### src/rtl/ttl74x190.sv
// SN74LS190-style synchronous BCD up/down decade counter with async master reset.
// Optional build macro TTL74X190_INVALID_RECOVER_EN: counts from states 10-15 jump straight back into 0..9.
module ttl74x190 (
   input  logic       clk,
   input  logic       MR,
   input  logic       LOAD_n,
   input  logic       CTEN_n,
   input  logic       D_U,
   input  logic [3:0] P,
   output logic [3:0] Q,
   output logic       MAX_MIN,
   output logic       RCO_n
);

   localparam int              WIDTH     = 4;
   localparam logic [WIDTH-1:0] MAX_COUNT = 4'd9;

   logic [WIDTH-1:0] q_r;
   logic [WIDTH-1:0] count_s;
   logic [WIDTH-1:0] next_s;
   logic             max_min_s;

   // Next value when counting, in the direction sampled this cycle
   always_comb begin
      count_s = q_r;
      if (D_U == 1'b0) begin
`ifdef TTL74X190_INVALID_RECOVER_EN
         if (q_r > MAX_COUNT) begin
            count_s = 4'd0;
         end else if (q_r == MAX_COUNT) begin
            count_s = 4'd0;
         end else begin
            count_s = q_r + 4'd1;
         end
`else
         // 15 wraps to 0 through the natural 4-bit overflow
         if (q_r == MAX_COUNT) begin
            count_s = 4'd0;
         end else begin
            count_s = q_r + 4'd1;
         end
`endif
      end else begin
`ifdef TTL74X190_INVALID_RECOVER_EN
         if (q_r > MAX_COUNT) begin
            count_s = MAX_COUNT;
         end else if (q_r == 4'd0) begin
            count_s = MAX_COUNT;
         end else begin
            count_s = q_r - 4'd1;
         end
`else
         if (q_r == 4'd0) begin
            count_s = MAX_COUNT;
         end else begin
            count_s = q_r - 4'd1;
         end
`endif
      end
   end

   // Load has priority over count; otherwise hold
   always_comb begin
      next_s = q_r;
      case ({LOAD_n, CTEN_n})
         2'b00:   next_s = P;
         2'b01:   next_s = P;
         2'b10:   next_s = count_s;
         2'b11:   next_s = q_r;
         default: next_s = q_r;
      endcase
   end

   // Count register with asynchronous master reset
   always_ff @(posedge clk or posedge MR) begin
      if (MR) begin
         q_r <= 4'd0;
      end else begin
         q_r <= next_s;
      end
   end

   // Terminal flag follows direction immediately; ripple output only in the clk-low phase
   always_comb begin
      max_min_s = 1'b0;
      if (D_U == 1'b0) begin
         max_min_s = (q_r == MAX_COUNT);
      end else begin
         max_min_s = (q_r == 4'd0);
      end
   end

   assign Q       = q_r;
   assign MAX_MIN = max_min_s;
   assign RCO_n   = ~(max_min_s & ~CTEN_n & ~clk);

endmodule

### config.mk
export PLATFORM = sky130hd
export DESIGN_NAME = ttl74x190
export DESIGN_NICKNAME = d
export VERILOG_FILES = /design/src/rtl/ttl74x190.sv
export SDC_FILE = /design/constraint.sdc
export NUM_CORES = 1
export LEC_CHECK = 0
export ABC_AREA = 1
export BUFFER_PORTS_ARGS = -buffer_cell sky130_fd_sc_hd__buf_2
export CAP_MARGIN = 15
export CORE_AREA = 2 2 39 41
export CTS_CLUSTER_SIZE = 10
export DETAILED_ROUTE_END_ITERATION = 10
export DIE_AREA = 0 0 41 43
export SKIP_CTS_REPAIR_TIMING = 1
export SLEW_MARGIN = 30
export SYNTH_ARGS = -nofsm -noshare
export SYNTH_HDL_FRONTEND = slang
export SYNTH_SLANG_ARGS = --single-unit
### constraint.sdc
create_clock -name clk -period 1.3 [get_ports clk]
set_input_delay 0.26 -clock clk [delete_from_list [all_inputs] [get_ports clk]]
set_output_delay 0.26 -clock clk [all_outputs]
set_load 0.05 [all_outputs]
After elaboration in Yosys (flattened, before gate mapping)
Cells that the tools add are included.
- bitwise operators: 5
- $add $sub $neg: 2
- reduce and logical (&&, ||, !) cells: 3
- multiplexer cells: 5
- eq/ne operators: 4
- operator list (kind ; number):
    $mux 4 ; 3
    $pmux 4 s2 ; 1
    $add 4x1->4 const B ; 1
    $eq 2x2->1 const B ; 2
    $eq 4x4->1 const B ; 1
    $logic_not 4->1 ; 1
    $sub 4x1->4 const B ; 1
    $not 1->1 ; 3
    $and 1x1->1 ; 2
    $eq 2x1->1 const B ; 1
    $logic_not 2->1 ; 1
    $reduce_or 2->1 ; 1
    $mux 1 ; 1
- input port bits: 9
- register bits: 4

Depth between registers and ports, before layout
Gate-level depths: netlist (run 1).
- depth after elaboration: 5
- gate-level depth with buffers: 8

==> results of run 1 <==
-- metal layers --
metal	vias up	global-route usage, %
li1	266	-
met1	228	17.2
met2	12	24.4
met3	2	9.95
met4	0	16.7
met5	-	0
-- report_power, final --
part	internal (mW)	leakage (nW)	total (mW)	switching, mW
clock network	0.228	0.0473	0.351	0.122
registers	0.142	0.0442	0.164	0.0214
logic	0.150	0.288	0.344	0.194
-- layout make-up --
cell class | count | area, um2 | area share [%]
Timing Repair Buffer | 26 | 200 | 29.0
Multi-Input combinational cell | 49 | 265 | 38.4
Clock buffer | 7 | 60.1 | 8.70
Inverter | 10 | 40.0 | 5.80
Tap cell | 16 | 20.0 | 2.90
Sequential cell | 4 | 105 | 15.2
-- cell usage in the layout (no fill, tap or decap) --
master / count
nand2_2: 2
buf_6: 4
dlygate4sd3_1: 1
nand4_1: 2
inv_1: 8
nand3_2: 1
inv_4: 1
nand2_1: 26
inv_2: 1
o21ai_1: 1
o21ai_0: 2
dfrtp_2: 4
buf_4: 11
nand2_4: 2
buf_8: 2
a21oi_4: 1
nor2_4: 3
nor2_1: 2
o211ai_1: 1
clkbuf_4: 7
nand3_1: 6
buf_2: 8
-- cell families after synthesis --
kind of cell | count (synthesis) | share of synthesized area, %
AO/OA/AOI/OAI | 5 | 8.33
buffers and inverters | 10 | 10.0
AND/OR/NAND/NOR | 44 | 55.0
flip-flops | 4 | 26.7
-- worst reg2reg max path, stage by stage (launching register included) --
cell	delay, ns
dfrtp_2	0.43
buf_4	0.15
buf_4	0.13
nand3_1	0.09
nand2_1	0.05
nand2_1	0.08
nand2_1	0.06
nand2_1	0.06
nand2_1	0.04
nand2_1	0.06
-- path summary, 6_finish.rpt --
check / endpoint / slack, ns / cells after the start
max in group asynchronous: Q[3] / 0.78 / 3
worst min register to register: Q[0] / 0.75 / 4
worst min-delay path: Q[0] / 0.14 / 3
worst max-delay path: RCO_n / -0.38 / 7
worst max register to register: Q[3] / 0.07 / 9
min in group asynchronous: Q[0] / 0.34 / 3
==> impl_metrics.py, run 1 <==
metrics = {
    "power_and_ir_drop": {
        "power_density_nw_per_um2": 1240,
        "p_total_uw": 859,
        "peakVddDrop_mv": 0.723,
        "p_leak_nw": 0.380,
    },
    "yosys": {
        "synth_edf_count": 0,
        "yosysSeqAreaShare_pct": 26.7,
        "netlist_top_cells_area": "nand2_1 28%, dfrtp_1 27%, nand3_1 8.0%",
        "ys_ff_latch": 4,
        "synth.distinct_cells": 15,
        "synth_common_cells": "28 x nand2_1, 8 x inv_1, 6 x nand3_1, 4 x dfrtp_1",
        "yosysTopAreaCellShare_pct": 28.0,
        "avgSynthCellArea_um2": 5.96,
        "synthFlopType": "dfrtp_1",
        "yosysMostFrequentCell": "nand2_1",
        "async_flop_share_pct": 100,
        "syn-num-nets": 72,
        "post-synth-top-area-cell": "nand2_1",
        "netlist_instances": 63,
        "syn_area_um2": 375,
        "yosysWarnings": 0,
    },
    "min_path": {
        "min_from": "P[0]",
        "min_path_type": "input pin to flop",
    },
    "clocking": {
        "cts_tree": "yes",
        "clk_latency_ns": 0.35,
        "path_clk_slew_ns": 0.04,
    },
    "placement": {
        "dp_cells": 102,
        "placed_area_um2": 558,
        "io_buffer_count": 14,
        "gp_congestion": 0.787,
        "dp.final_hpwl_um": 854,
        "dp_slack_ns": -0.107,
    },
    "sta": {
        "worstMarginPinSlew_ns": 0.260,
        "setup_viol": 6,
        "skew_ns": 0.00915,
        "setup_tns_ns": -0.912,
        "fmax_mhz": 594,
        "final_max_slew_viol_count": 0,
        "rsz0062_at_grt": "true",
        "post-route-period-util_pct": 130,
        "relSlewSlack_pct": 82.6,
        "fin_hold_ws_ns": 0.142,
        "finalHoldViolCount": 0,
        "period_needed_ns": 1.68,
        "setup_ws_ns": -0.384,
    },
    "detailed_routing": {
        "drtIter0Drc": 6,
        "highest_layer": "met4",
        "dr.pass1.iters": 4,
        "drc": 0,
        "ant_nets": 0,
        "wl_met1_um": 443,
        "wl_met3_um": 49,
        "wl_met2_um": 635,
        "routed_wl_mm": 1.14,
        "vias": 508,
        "avgRoutedWirePerCell_um": 10.2,
        "via_per_inst": 4.54,
    },
    "worst_setup_path": {
        "crit_arrival_ns": 1.42,
        "start_kind": "flop",
        "cp.required_ns": 1.04,
        "crit_buf_inv": 2,
        "setup.worst_path.end_class": "primary output",
        "path_class": "flop to primary output",
        "cp_max_fo": 3,
        "slowest_delay_ns": 0.43,
        "crit_path_cell_trace": "inv_2 -> nand2_2 -> nor2_4 -> nor2_4 -> a21oi_4 -> nand2_4 -> buf_8",
        "crit_path_start": "Q[1]",
        "reg2reg_from": "Q[1]",
        "cp_top_family": "flip-flops",
        "cpMaxStageDelayCell": "dfrtp_2",
        "crit_top_cell": "nor2_4",
    },
    "floorplan": {
        "io_pins": 15,
        "coreArea_um2": 1380,
        "die_area_um2": 1760,
        "die_h_um": 43,
        "die_w_um": 41,
        "initial_core_util_pct": 27.1,
        "rows": 14,
    },
    "global_routing": {
        "grt_use_total_pct": 17.6,
        "grt_pass1_vias": 514,
        "antenna_found_initial": 0,
        "grt_max_degree": 7,
        "grt_overflow": 0,
        "grt_first_pass_wirelength_mm": 1.91,
    },
    "layout": {
        "largest_reg_flops": 4,
        "instances_no_fill": 112,
        "postLayoutCellArea_um2": 691,
        "drive_gt1_share_pct": 49.0,
        "syn_to_final_growth_pct": 84.0,
        "fin_util_pct": 49.9,
        "nNetsFinal": 107,
        "insertedDiodeCount": 0,
        "num-fill-cells": 136,
    },
    "outcome": {
        "outcome": "finished with violations",
        "violations": "negative setup slack",
    },
    "job": {
        "maxCapViolCount": 0,
    },
}
No activity file was read; power rests on OpenSTA's default activity.
==> run 2, diff against run 1 <==
- PLACE_DENSITY_LB_ADDON: not set -> 0.12
- clock period: 1.3 -> 1.4 ns (I/O delays scaled with it)
==> run 2 against run 1 <==
The run now fails in 5_1_grt. Synthesized cell count unchanged. Synthesized area unchanged.
==> impl_metrics.py, run 2 <==
metrics = {
    "placement": {
        "io_buffer_count": 14,
        "gp_congestion": 0.656,
        "placed_area_um2": 558,
        "dp.final_hpwl_um": 802,
    },
    "yosys": {
        "synthFlopType": "dfrtp_1",
        "synth-simple-area-share_pct": 55.0,
        "avgSynthCellArea_um2": 5.96,
        "yosysWarnings": 0,
        "synth_edf_count": 0,
        "synth_top_family_by_area": "simple AND/OR/NAND/NOR gates",
        "muxShareOfSynthArea_pct": 0,
        "synthAdderAreaFrac_pct": 0,
        "netlist_instances": 63,
        "synth.distinct_cells": 15,
        "async_flop_share_pct": 100,
        "yosysSeqAreaShare_pct": 26.7,
        "syn-num-nets": 72,
        "netlist_top_cells_area": "nand2_1 28%, dfrtp_1 27%, nand3_1 8.0%",
        "ys_ff_latch": 4,
        "syn_area_um2": 375,
        "synth_compound_area_share_pct": 8.33,
        "yosysTopAreaCellShare_pct": 28.0,
        "post-synth-top-area-cell": "nand2_1",
        "yosys.area_share.xor_xnor_pct": 0,
        "yosysMostFrequentCell": "nand2_1",
        "synth_common_cells": "28 x nand2_1, 8 x inv_1, 6 x nand3_1, 4 x dfrtp_1",
    },
    "floorplan": {
        "rows": 14,
        "die_h_um": 43,
        "die_w_um": 41,
        "io_pins": 15,
        "initial_core_util_pct": 27.1,
    },
    "sta": {
        "worstEndpointType": "primary output",
        "crit_endpoint": "RCO_n",
    },
    "outcome": {
        "error_message": "[ERROR GRT-0232] Routing congestion too high. Check the congestion heatmap in the GUI.",
        "haltStage": "5_1_grt",
        "outcome": "aborted with a tool error",
    },
    "global_routing": {
        "grt_max_degree": 7,
        "grt_overflow": 65500,
        "grt_use_total_pct": 6620,
    },
}
run 2: cell counts after synthesis:
No cell type changed its count.
run 2: through the flow:
step	cells	util, %	setup slack (ns)
after floorplan	63	-	-0.311
after global placement	102	40.3	-0.00919
after detailed placement	102	40.3	-0.0224
after CTS	108	43.6	-0.386
run 2: per-layer routing:
layer	global-route usage [%]	overflow
met1	18.8	0
met2	20.9	0
met3	34300	65500
met4	14.7	0
met5	0	0
run 2: cells by family after synthesis:
group	count (synthesis)
flops	4
compound gates	5
simple gates	44
buf+inv	10
==> run 3, diff against run 2 <==
- CORE_AREA: 2 2 39 41 -> 2 2 63 65
- CTS_CLUSTER_SIZE: 10 -> not set
- DIE_AREA: 0 0 41 43 -> 0 0 65 67
- PLACE_DENSITY_LB_ADDON: 0.12 -> 0.15
- clock period: 1.4 -> 1.8 ns (I/O delays scaled with it)
==> run 3 against run 2 <==
The flow now finishes, with violations (negative setup slack).
==> impl_metrics.py, run 3 (synthesized netlist as in run 1, its figures left out) <==
metrics = {
    "outcome": {
        "outcome": "finished with violations",
        "violations": "negative setup slack",
    },
    "worst_setup_path": {
        "cpMaxStageDelayCell": "dfrtp_2",
        "cp.required_ns": 1.44,
        "cp_max_fo": 6,
        "crit_arrival_ns": 1.48,
        "start_kind": "flop",
        "path_class": "flop to primary output",
        "slowest_delay_ns": 0.45,
        "setup.worst_path.end_class": "primary output",
        "crit_path_cell_trace": "inv_4 -> nand2_4 -> nor2_4 -> nor2_4 -> a21oi_4 -> nand2_4 -> buf_8",
    },
    "global_routing": {
        "grt_use_total_pct": 6.91,
        "antenna_found_initial": 0,
        "grt_pass1_vias": 450,
        "grt_overflow": 0,
        "grt_first_pass_wirelength_mm": 2.00,
        "grt_max_degree": 8,
    },
    "sta": {
        "setup_ws_ns": -0.0351,
        "rsz0062_at_grt": "true",
        "finalHoldViolCount": 0,
        "setup_tns_ns": -0.0425,
        "final_max_slew_viol_count": 0,
        "relSlewSlack_pct": 82.8,
        "period_needed_ns": 1.84,
        "setup_viol": 3,
        "worstMarginPinSlew_ns": 0.257,
        "fmax_mhz": 545,
        "skew_ns": 0.00303,
        "post-route-period-util_pct": 102,
    },
    "detailed_routing": {
        "drc": 0,
        "wl_met3_um": 48,
        "dr.pass1.iters": 5,
        "wl_met2_um": 499,
        "routed_wl_mm": 1.22,
        "highest_layer": "met4",
        "wl_met1_um": 631,
        "drtIter0Drc": 17,
        "via_per_inst": 3.44,
        "avgRoutedWirePerCell_um": 8.93,
        "vias": 468,
        "ant_nets": 0,
    },
    "placement": {
        "io_buffer_count": 14,
        "dp.final_hpwl_um": 965,
        "dp_slack_ns": 0.151,
        "gp_congestion": 0.748,
    },
    "floorplan": {
        "coreArea_um2": 3610,
        "die_h_um": 67,
        "die_w_um": 65,
        "initial_core_util_pct": 10.4,
        "die_area_um2": 4360,
        "io_pins": 15,
        "rows": 22,
    },
    "layout": {
        "largest_reg_flops": 4,
        "insertedDiodeCount": 0,
        "nNetsFinal": 99,
        "drive_gt1_share_pct": 44.3,
        "final_cell_mix": "27 x nand2_1, 12 x buf_2, 8 x inv_1",
        "syn_to_final_growth_pct": 80.7,
        "final_common_cell": "nand2_1",
    },
    "power_and_ir_drop": {
        "p_leak_nw": 0.347,
        "peakVddDrop_mv": 0.209,
        "power_density_nw_per_um2": 1020,
    },
    "clocking": {
        "cts_tree": "yes",
        "path_clk_slew_ns": 0.03,
        "clk_latency_ns": 0.32,
    },
    "job": {
        "maxCapViolCount": 0,
    },
    "min_path": {
        "min_path_type": "input pin to flop",
    },
}
-- run 3: routing by layer --
layer / vias to the layer above / global-route usage (%)
met5: - / 0
met4: 0 / 9.31
met3: 4 / 3.55
met2: 15 / 8.12
met1: 200 / 7.58
li1: 249 / -
-- run 3: critical path, delay by kind of cell (launching register included) --
family / cells / cell delay (ns)
buf+inv: 2 / 0.26
compound gates: 1 / 0.16
flops: 1 / 0.45
simple gates: 4 / 0.29
-- run 3: worst paths after layout --
check                           depth (start not counted)  startpoint     to  slack [ns]
worst max register to register                          9        Q[2]   Q[3]        0.56
worst min register to register                          2        Q[2]   Q[2]        0.64
worst min-delay path                                    3        P[2]   Q[2]        0.27
min in group asynchronous                               3          MR   Q[2]        0.47
max in group asynchronous                               3          MR   Q[3]        1.16
worst max-delay path                                    7        Q[2]  RCO_n       -0.04
-- run 3: where the power goes --
part	switching, mW	leakage, nW	total (mW)	internal (mW)
Clock	0.101	0.0564	0.366	0.264
Combinational	0.126	0.246	0.196	0.0704
Sequential	0.0250	0.0442	0.128	0.103
Total	0.252	0.347	0.690	0.438
-- run 3: final cells by class --
type,instances,area (um2)
Fill cell,416,2930
Multi-Input combinational cell,49,270
Timing Repair Buffer,19,119
Sequential cell,4,105
Clock buffer,6,83.8
Tap cell,48,60.1
Inverter,10,40.0
-- run 3: through the flow --
step / power, mW / cells / hold WS [ns] / area, um2 / utilization [%]
after floorplan: 0.280 / 63 / 0.126 / 400 / -
after global placement: 0.337 / 125 / 0.253 / 531 / 14.7
after CTS: 0.706 / 131 / -0.0783 / 613 / 17.0
after detailed placement: 0.332 / 125 / 0.257 / 531 / 14.7
after global routing: 0.750 / 136 / 0.282 / 678 / 18.8
final: 0.690 / 136 / 0.272 / 678 / 18.8
